$ cat src/rtl/free_block_fifo.sv
// free_block_fifo: circular pool of erased physical block IDs for the FTL.
// GC pushes erased blocks, the write allocator pops them. An init load fills
// the pool with every block ID 0..NUM_BLK-1 in order.
// Ports:
//   CLK, RST          clock (rising edge), asynchronous active-high reset
//   init_en           start/restart a full initialization load
//   recover_en/_blk   push strobe and erased block ID from GC
//   alloc_req         pop request from the allocator
//   free_blk          head entry, valid when free_valid
//   free_valid        RUN and count > 0
//   free_count        current occupancy
//   init_busy         initialization load in progress
//   low_water         RUN and free_count <= LOW_WM
//   ovf_err           sticky: a push was refused
module free_block_fifo #(
    parameter int unsigned NUM_BLK = 64,
    parameter int unsigned BLK_W   = 6,
    parameter int unsigned LOW_WM  = 4
) (
    input  logic                             CLK,
    input  logic                             RST,
    input  logic                             init_en,
    input  logic                             recover_en,
    input  logic [BLK_W-1:0]                 recover_blk,
    input  logic                             alloc_req,
    output logic [BLK_W-1:0]                 free_blk,
    output logic                             free_valid,
    output logic [$clog2(NUM_BLK+1)-1:0]     free_count,
    output logic                             init_busy,
    output logic                             low_water,
    output logic                             ovf_err
);

    localparam int unsigned CNT_W = $clog2(NUM_BLK + 1);
    localparam int unsigned PTR_W = $clog2(NUM_BLK);

    typedef enum logic [1:0] {
        ST_EMPTY,
        ST_INIT,
        ST_RUN
    } state_t;

    state_t           state_q;
    logic [BLK_W-1:0] mem_q [NUM_BLK];
    logic [PTR_W-1:0] wr_ptr_q;
    logic [PTR_W-1:0] rd_ptr_q;
    logic [CNT_W-1:0] count_q;
    logic [CNT_W-1:0] init_cnt_q;
    logic             ovf_q;

    logic [PTR_W-1:0] wr_ptr_inc;
    logic [PTR_W-1:0] rd_ptr_inc;
    logic             pop;
    logic             push;

    // Pointer wrap (NUM_BLK need not be a power of two) and RUN-state handshakes.
    always_comb begin
        wr_ptr_inc = (wr_ptr_q == PTR_W'(NUM_BLK - 1)) ? '0 : wr_ptr_q + PTR_W'(1);
        rd_ptr_inc = (rd_ptr_q == PTR_W'(NUM_BLK - 1)) ? '0 : rd_ptr_q + PTR_W'(1);
        pop        = 1'b0;
        push       = 1'b0;
        if (state_q == ST_RUN && !init_en) begin
            pop  = alloc_req && (count_q != '0);
            // A simultaneous pop frees the slot a full pool would otherwise lack.
            push = recover_en && ((32'(count_q) < NUM_BLK) || pop);
        end
    end

    // State machine, storage, pointers and sticky error.
    always_ff @(posedge CLK or posedge RST) begin
        if (RST) begin
            state_q    <= ST_EMPTY;
            wr_ptr_q   <= '0;
            rd_ptr_q   <= '0;
            count_q    <= '0;
            init_cnt_q <= '0;
            ovf_q      <= 1'b0;
            for (int i = 0; i < int'(NUM_BLK); i++) begin
                mem_q[i] <= '0;
            end
        end else if (init_en) begin
            // Restart from any state; ovf_err is deliberately kept.
            state_q    <= ST_INIT;
            wr_ptr_q   <= '0;
            rd_ptr_q   <= '0;
            count_q    <= '0;
            init_cnt_q <= '0;
        end else begin
            case (state_q)
                ST_EMPTY: begin
                    if (recover_en) begin
                        ovf_q <= 1'b1;
                    end
                end
                ST_INIT: begin
                    mem_q[wr_ptr_q] <= BLK_W'(init_cnt_q);
                    wr_ptr_q        <= wr_ptr_inc;
                    count_q         <= count_q + CNT_W'(1);
                    init_cnt_q      <= init_cnt_q + CNT_W'(1);
                    if (32'(init_cnt_q) == NUM_BLK - 1) begin
                        state_q <= ST_RUN;
                    end
                    if (recover_en) begin
                        ovf_q <= 1'b1;
                    end
                end
                ST_RUN: begin
                    if (pop) begin
                        rd_ptr_q <= rd_ptr_inc;
                    end
                    if (push) begin
                        mem_q[wr_ptr_q] <= recover_blk;
                        wr_ptr_q        <= wr_ptr_inc;
                    end
                    if (push && !pop) begin
                        count_q <= count_q + CNT_W'(1);
                    end else if (pop && !push) begin
                        count_q <= count_q - CNT_W'(1);
                    end
                    if (recover_en && !push) begin
                        ovf_q <= 1'b1;
                    end
                end
                default: begin
                    state_q <= ST_EMPTY;
                end
            endcase
        end
    end

    // Outputs are simple functions of registered state.
    assign free_blk   = mem_q[rd_ptr_q];
    assign free_valid = (state_q == ST_RUN) && (count_q != '0);
    assign free_count = count_q;
    assign init_busy  = (state_q == ST_INIT);
    assign low_water  = (state_q == ST_RUN) && (32'(count_q) <= LOW_WM);
    assign ovf_err    = ovf_q;

endmodule

$ cat config.mk
export PLATFORM = sky130hd
export DESIGN_NAME = free_block_fifo
export DESIGN_NICKNAME = d
export VERILOG_FILES = /design/src/rtl/free_block_fifo.sv
export SDC_FILE = /design/constraint.sdc
export NUM_CORES = 1
export LEC_CHECK = 0
export BUFFER_PORTS_ARGS = -buffer_cell sky130_fd_sc_hd__buf_2
export CAP_MARGIN = 15
export CORE_MARGIN = 2
export CORE_UTILIZATION = 57
export DETAILED_ROUTE_END_ITERATION = 8
export MAX_ROUTING_LAYER = met4
export PLACE_DENSITY_LB_ADDON = 0.2
export SETUP_SLACK_MARGIN = 0.1
export SYNTH_ARGS = -nofsm -noshare
export SYNTH_HDL_FRONTEND = slang
export SYNTH_SLANG_ARGS = --single-unit
$ cat constraint.sdc
create_clock -name CLK -period 18.44 [get_ports CLK]
set_input_delay 2.766 -clock CLK [delete_from_list [all_inputs] [get_ports CLK]]
set_output_delay 2.766 -clock CLK [all_outputs]
set_load 0.01 [all_outputs]
# Word-level counts from Yosys, hierarchy flattened
# Cells that the tools add are included.
[totals] ff_bits=413 input_bits=11
[op_classes] add_sub_neg=5 order_cmp=5 eq_ne=12 muxes=31 n_bitwise=3 reduce_logical=29
[ops] operator="bitwise mux 384 bit" count=2
[ops] operator="case mux 384 bit (2 select lines)" count=1
[ops] operator="2-to-1 mux 384 bit" count=1
[ops] operator="2-to-1 mux 6 bit" count=10
[ops] operator="binary-select mux 6 bit (select 6 bit)" count=1
[ops] operator="demux 6 bit (select 6 bit)" count=1
[ops] operator="2-to-1 mux 7 bit" count=5
[ops] operator="adder 7 x 1 -> 7 bit (second input constant)" count=2
[ops] operator=">= comparator 7 bit (second input constant)" count=2
[ops] operator="NOT 6 -> 7 bit" count=2
[ops] operator="case mux 7 bit (2 select lines)" count=1
[ops] operator="adder 6 x 1 -> 6 bit (second input constant)" count=2
[ops] operator="equality test 6 bit (second input constant)" count=2
[ops] operator="case mux 6 bit (2 select lines)" count=1
[ops] operator="nonzero test 2 bit" count=5
[ops] operator="logical AND 1 bit" count=9
[ops] operator="AND reduction 2 bit" count=4
[ops] operator="equality test 7 x 6 -> 1 bit (second input constant)" count=1
[ops] operator="<= comparator 7 x 3 -> 1 bit (second input constant)" count=1
[ops] operator="less-than comparator 7 x 1 -> 1 bit (second input constant)" count=1
[ops] operator="less-than comparator 7 bit (second input constant)" count=1
[ops] operator="nonzero test 7 bit" count=1
[ops] operator="subtractor 7 x 1 -> 7 bit (second input constant)" count=1
[ops] operator="2-to-1 mux 1 bit" count=4
[ops] operator="18 further kinds" count=24

# Logic depth before layout (Yosys ltp)
[depth] depth_word=11 depth_mapped=9 ltp_nobuf=7

# Worst setup path before layout
# Ideal clock, no wire load.
[synth_path] kind="register to output" startpoint="register rd_ptr_q[0]" endpoint="output free_blk[3]" t_arrival_ns=2.175 slack_ns=13.499 path_stages_with_launch=9 n_path_buf=3 path_cell_list="dfrtp_1 > buf_2 > buf_2 > buf_2 > mux4_2 > o21ai_0 > o32ai_1 > o211ai_1 > o21ai_0"
[synth_via] elab_chain_cells=4
[synth_lines] element="from (decl)" line="46" text="logic [PTR_W-1:0] rd_ptr_q;"
[synth_lines] element="from (signal assigned)" line="109" text="rd_ptr_q <= rd_ptr_inc;"
[synth_lines] element="NOT 6 -> 7 bit (not written as such)" line="132" text="assign free_blk = mem_q[rd_ptr_q];"
[synth_lines] element="binary-select mux 6 bit (select 6 bit)" line="132"
[synth_lines] element="2-to-1 mux 6 bit (not written as such) (2 in series)" line="132"
[synth_lines] element="to (decl)" line="26" text="output logic [BLK_W-1:0] free_blk,"
# No other way between the ends. The select of a mux whose other input is x is not followed.

# Worst setup path after layout
# Same ends and word-level chain as after synthesis.

==> flow_summary.yaml <==
global_routing:
  grt_pass1_wl_um: 75900
  grt_max_degree: 130
  grt_antenna_before_repair: 0
  grt_pass1_vias: 13047
  grt_usage: 0.284
  grt_overflow: 0
cts:
  insertion_delay_ps: 540
  cts_resized: 0
  post_cts_buffers: 0
  cts_tree: "done"
  ctsLongestPathBuffers: 3
  clock-root-buffer: "clkbuf_16"
  numCtsBuffers: 43
  postCtsHoldBufs: 0
  clock-sinks: 413
  path_clk_slew_ps: 60
  h-tree-depth: 2
routing:
  drc: 0
  vias: 13020
  drt_iter0_markers: 1010
  drt-total-wl_um: 46900
  wl_per_cell_um: 22.8
  detail-route-antenna-nets: 0
  drtPass1Iterations: 7
  vias_per_cell: 6.32
floorplanning:
  dieWidth_um: 188
  initial_core_util: 0.577
  dieArea_um2: 35300
  row_count: 67
  io_pins: 28
  chipHeight_um: 188
  core_um2: 33400
timing:
  finClkSkew_ps: 12.7
  setup_violations: 0
  fin_crit_ps: 6450
  timing.final.max_slew_violations: 0
  setup_tns_ps: 0
  slew_headroom: 0.244
  hold_viol: 0
  worst_slew_pin_slew_ps: 1110
  period_share: 0.350
  rsz0062_at_grt: "no"
  max_freq_mhz: 155
worst_setup_path:
  arrival_ps: 3690
  critPathMaxStageDelay_ps: 850
  path_cells: "buf_4 > mux4_2 > nor3b_1 > nor3_1 > a21oi_1 > o21ai_0 > buf_2"
  critPathBufInv: 2
  endpoint: "free_blk[3]"
  crit_fanout: 53
  reg2reg_depth: 9
  r2r_slack_ps: 15270
  worst_ep_required_time_ps: 15670
  worst_r2r_endpoint: "mem_q[179]"
  cp_num_cells: 7
  end_kind: "output pin"
  cp-startpoint: "rd_ptr_q[0]"
  start_kind: "flop"
  r2r-start: "state_q[0]"
  crit_type: "reg -> out"
  cp_top_family: "buffers and inverters"
  slowest_stage: "buf_4"
logic_synthesis:
  ys_seq_elements: 413
  synthArstFlopShare: 1.00
  syn_inst: 1607
  seq_area_frac_synth: 0.536
  syn_avg_cell_area_um2: 12.0
  ys_warn_count: 0
  synthDistinctLibCells: 57
  syn_area_um2: 19300
  ys.flop_type: "dfrtp_1"
  syn_nets: 1627
  synth_edf_count: 0
placement:
  io_buffers: 27
  dpl_cell_area_um2: 19800
  gp_congestion: 0.915
  dp_hpwl_um: 29900
power:
  power_density_nw_per_um2: 94.2
  p_leak_nw: 9.70
  power.total_mw: 2.01
  ir_drop_mv: 0.0611
finish:
  diodes: 0
  layout_common_cells: "dfrtp_1 (410), mux2_2 (219), nand2_1 (154), nor2_1 (136), o21ai_0 (116)"
  layout_commonest_cell: "dfrtp_1"
  nFillCells: 2540
  design_area_um2: 21400
  post-route-util: 0.639
  layout-drive-gt1-share: 0.288
  seq_area_um2: 10300
  multi_input_area_um2: 8530
  area_growth_pct: 10.9
  nets: 1600
hold_path:
  holdCritPathClass: "reg -> reg"
outcome:
  outcome: "finished clean"
job:
  cap_violations: 0
state kept, by name (all words and copies together), names as in the netlist:
register / flops
ovf_err: 1
wr_ptr_q: 6
state_q: 2
rd_ptr_q: 6
mem_q: 384
free_count: 7
init_cnt_q: 7
how the worst min path moves through the flow:
stage                    start    endpoint  slack, ps  depth (start not counted)
floorplan            mem_q[23]   mem_q[23]        440                          2
global placement    mem_q[321]  mem_q[321]        460                          2
detailed placement  mem_q[225]  mem_q[225]        460                          2
CTS                 mem_q[225]  mem_q[225]        480                          2
global route        mem_q[331]  mem_q[331]        490                          2
finish              mem_q[222]  mem_q[222]        470                          2
per-layer routing:
| layer | vias to the layer above | global-route usage | part of all wire |
|---|---|---|---|
| met5 | - | - | 0 |
| met4 | 0 | 0.0757 | 0.024 |
| met3 | 98 | 0.0384 | 0.061 |
| met2 | 433 | 0.434 | 0.47 |
| met1 | 6706 | 0.407 | 0.45 |
| li1 | 5783 | - | - |
worst min-delay path, stage by stage (launching register included):
cell and delay, ps:
dfrtp_1 330, nand2_1 50, o21ai_0 60
cell type report:
cell class                 count  area share
inverter                       8     0.00176
clock inverter                13     0.00919
sequential                   413       0.484
tap                          448      0.0262
multi-input combinational   1060       0.399
timing repair buffer          54      0.0186
clock buffer                  64      0.0616
cell usage after synthesis (all sizes together), types with 2 or more instances:
cell type,instances,area (µm²)
or3,8,50.1
and3,6,37.5
nand2,154,578
nor2,136,510
nand3b,5,37.5
nand2b,19,119
a22oi,11,82.6
nor3b,6,45.0
dfrtp,413,10300
mux4,86,1940
nor2b,7,43.8
a32oi,6,52.6
clkbuf,102,383
o22ai,35,225
buf,24,129
or4,18,135
a21oi,108,544
nor4,19,125
or2,3,18.8
mux2i,10,100
nor3,9,45.0
xnor2,4,35.0
nand4,4,25.0
and3b,2,17.5
mux2,220,2480
ha,9,113
nand3,20,100
inv,8,30.0
o311a,2,20.0
a31o,3,26.3
or3b,6,52.6
o41ai,2,17.5
o21ai,116,581
xor2,6,52.6
and2,2,12.5
nor4b,4,53.8
cell families after synthesis:
logic type	share of synthesized area
compound gates	0.0869
xor+xnor	0.00454
fa+ha+maj	0.00584
buf+inv	0.0281
flops	0.536
mux	0.234
simple gates	0.105
through the flow:
stage | setup WS (ps) | instances | hold WS [ps]
final | 11990 | 2060 | 475
after global placement | 12550 | 1977 | 457
after detailed placement | 12400 | 1977 | 465
after global routing | 11730 | 2060 | 492
after CTS | 11980 | 2054 | 478
after floorplan | 4180 | 1607 | 444
power breakdown:
| group | internal (mW) | total (mW) | switching (mW) |
|---|---|---|---|
| combinational | 0.0522 | 0.142 | 0.0895 |
| clock | 0.563 | 0.919 | 0.356 |
| sequential | 0.933 | 0.953 | 0.0201 |
| total | 1.55 | 2.01 | 0.465 |
No activity file was read; power rests on OpenSTA's default activity.
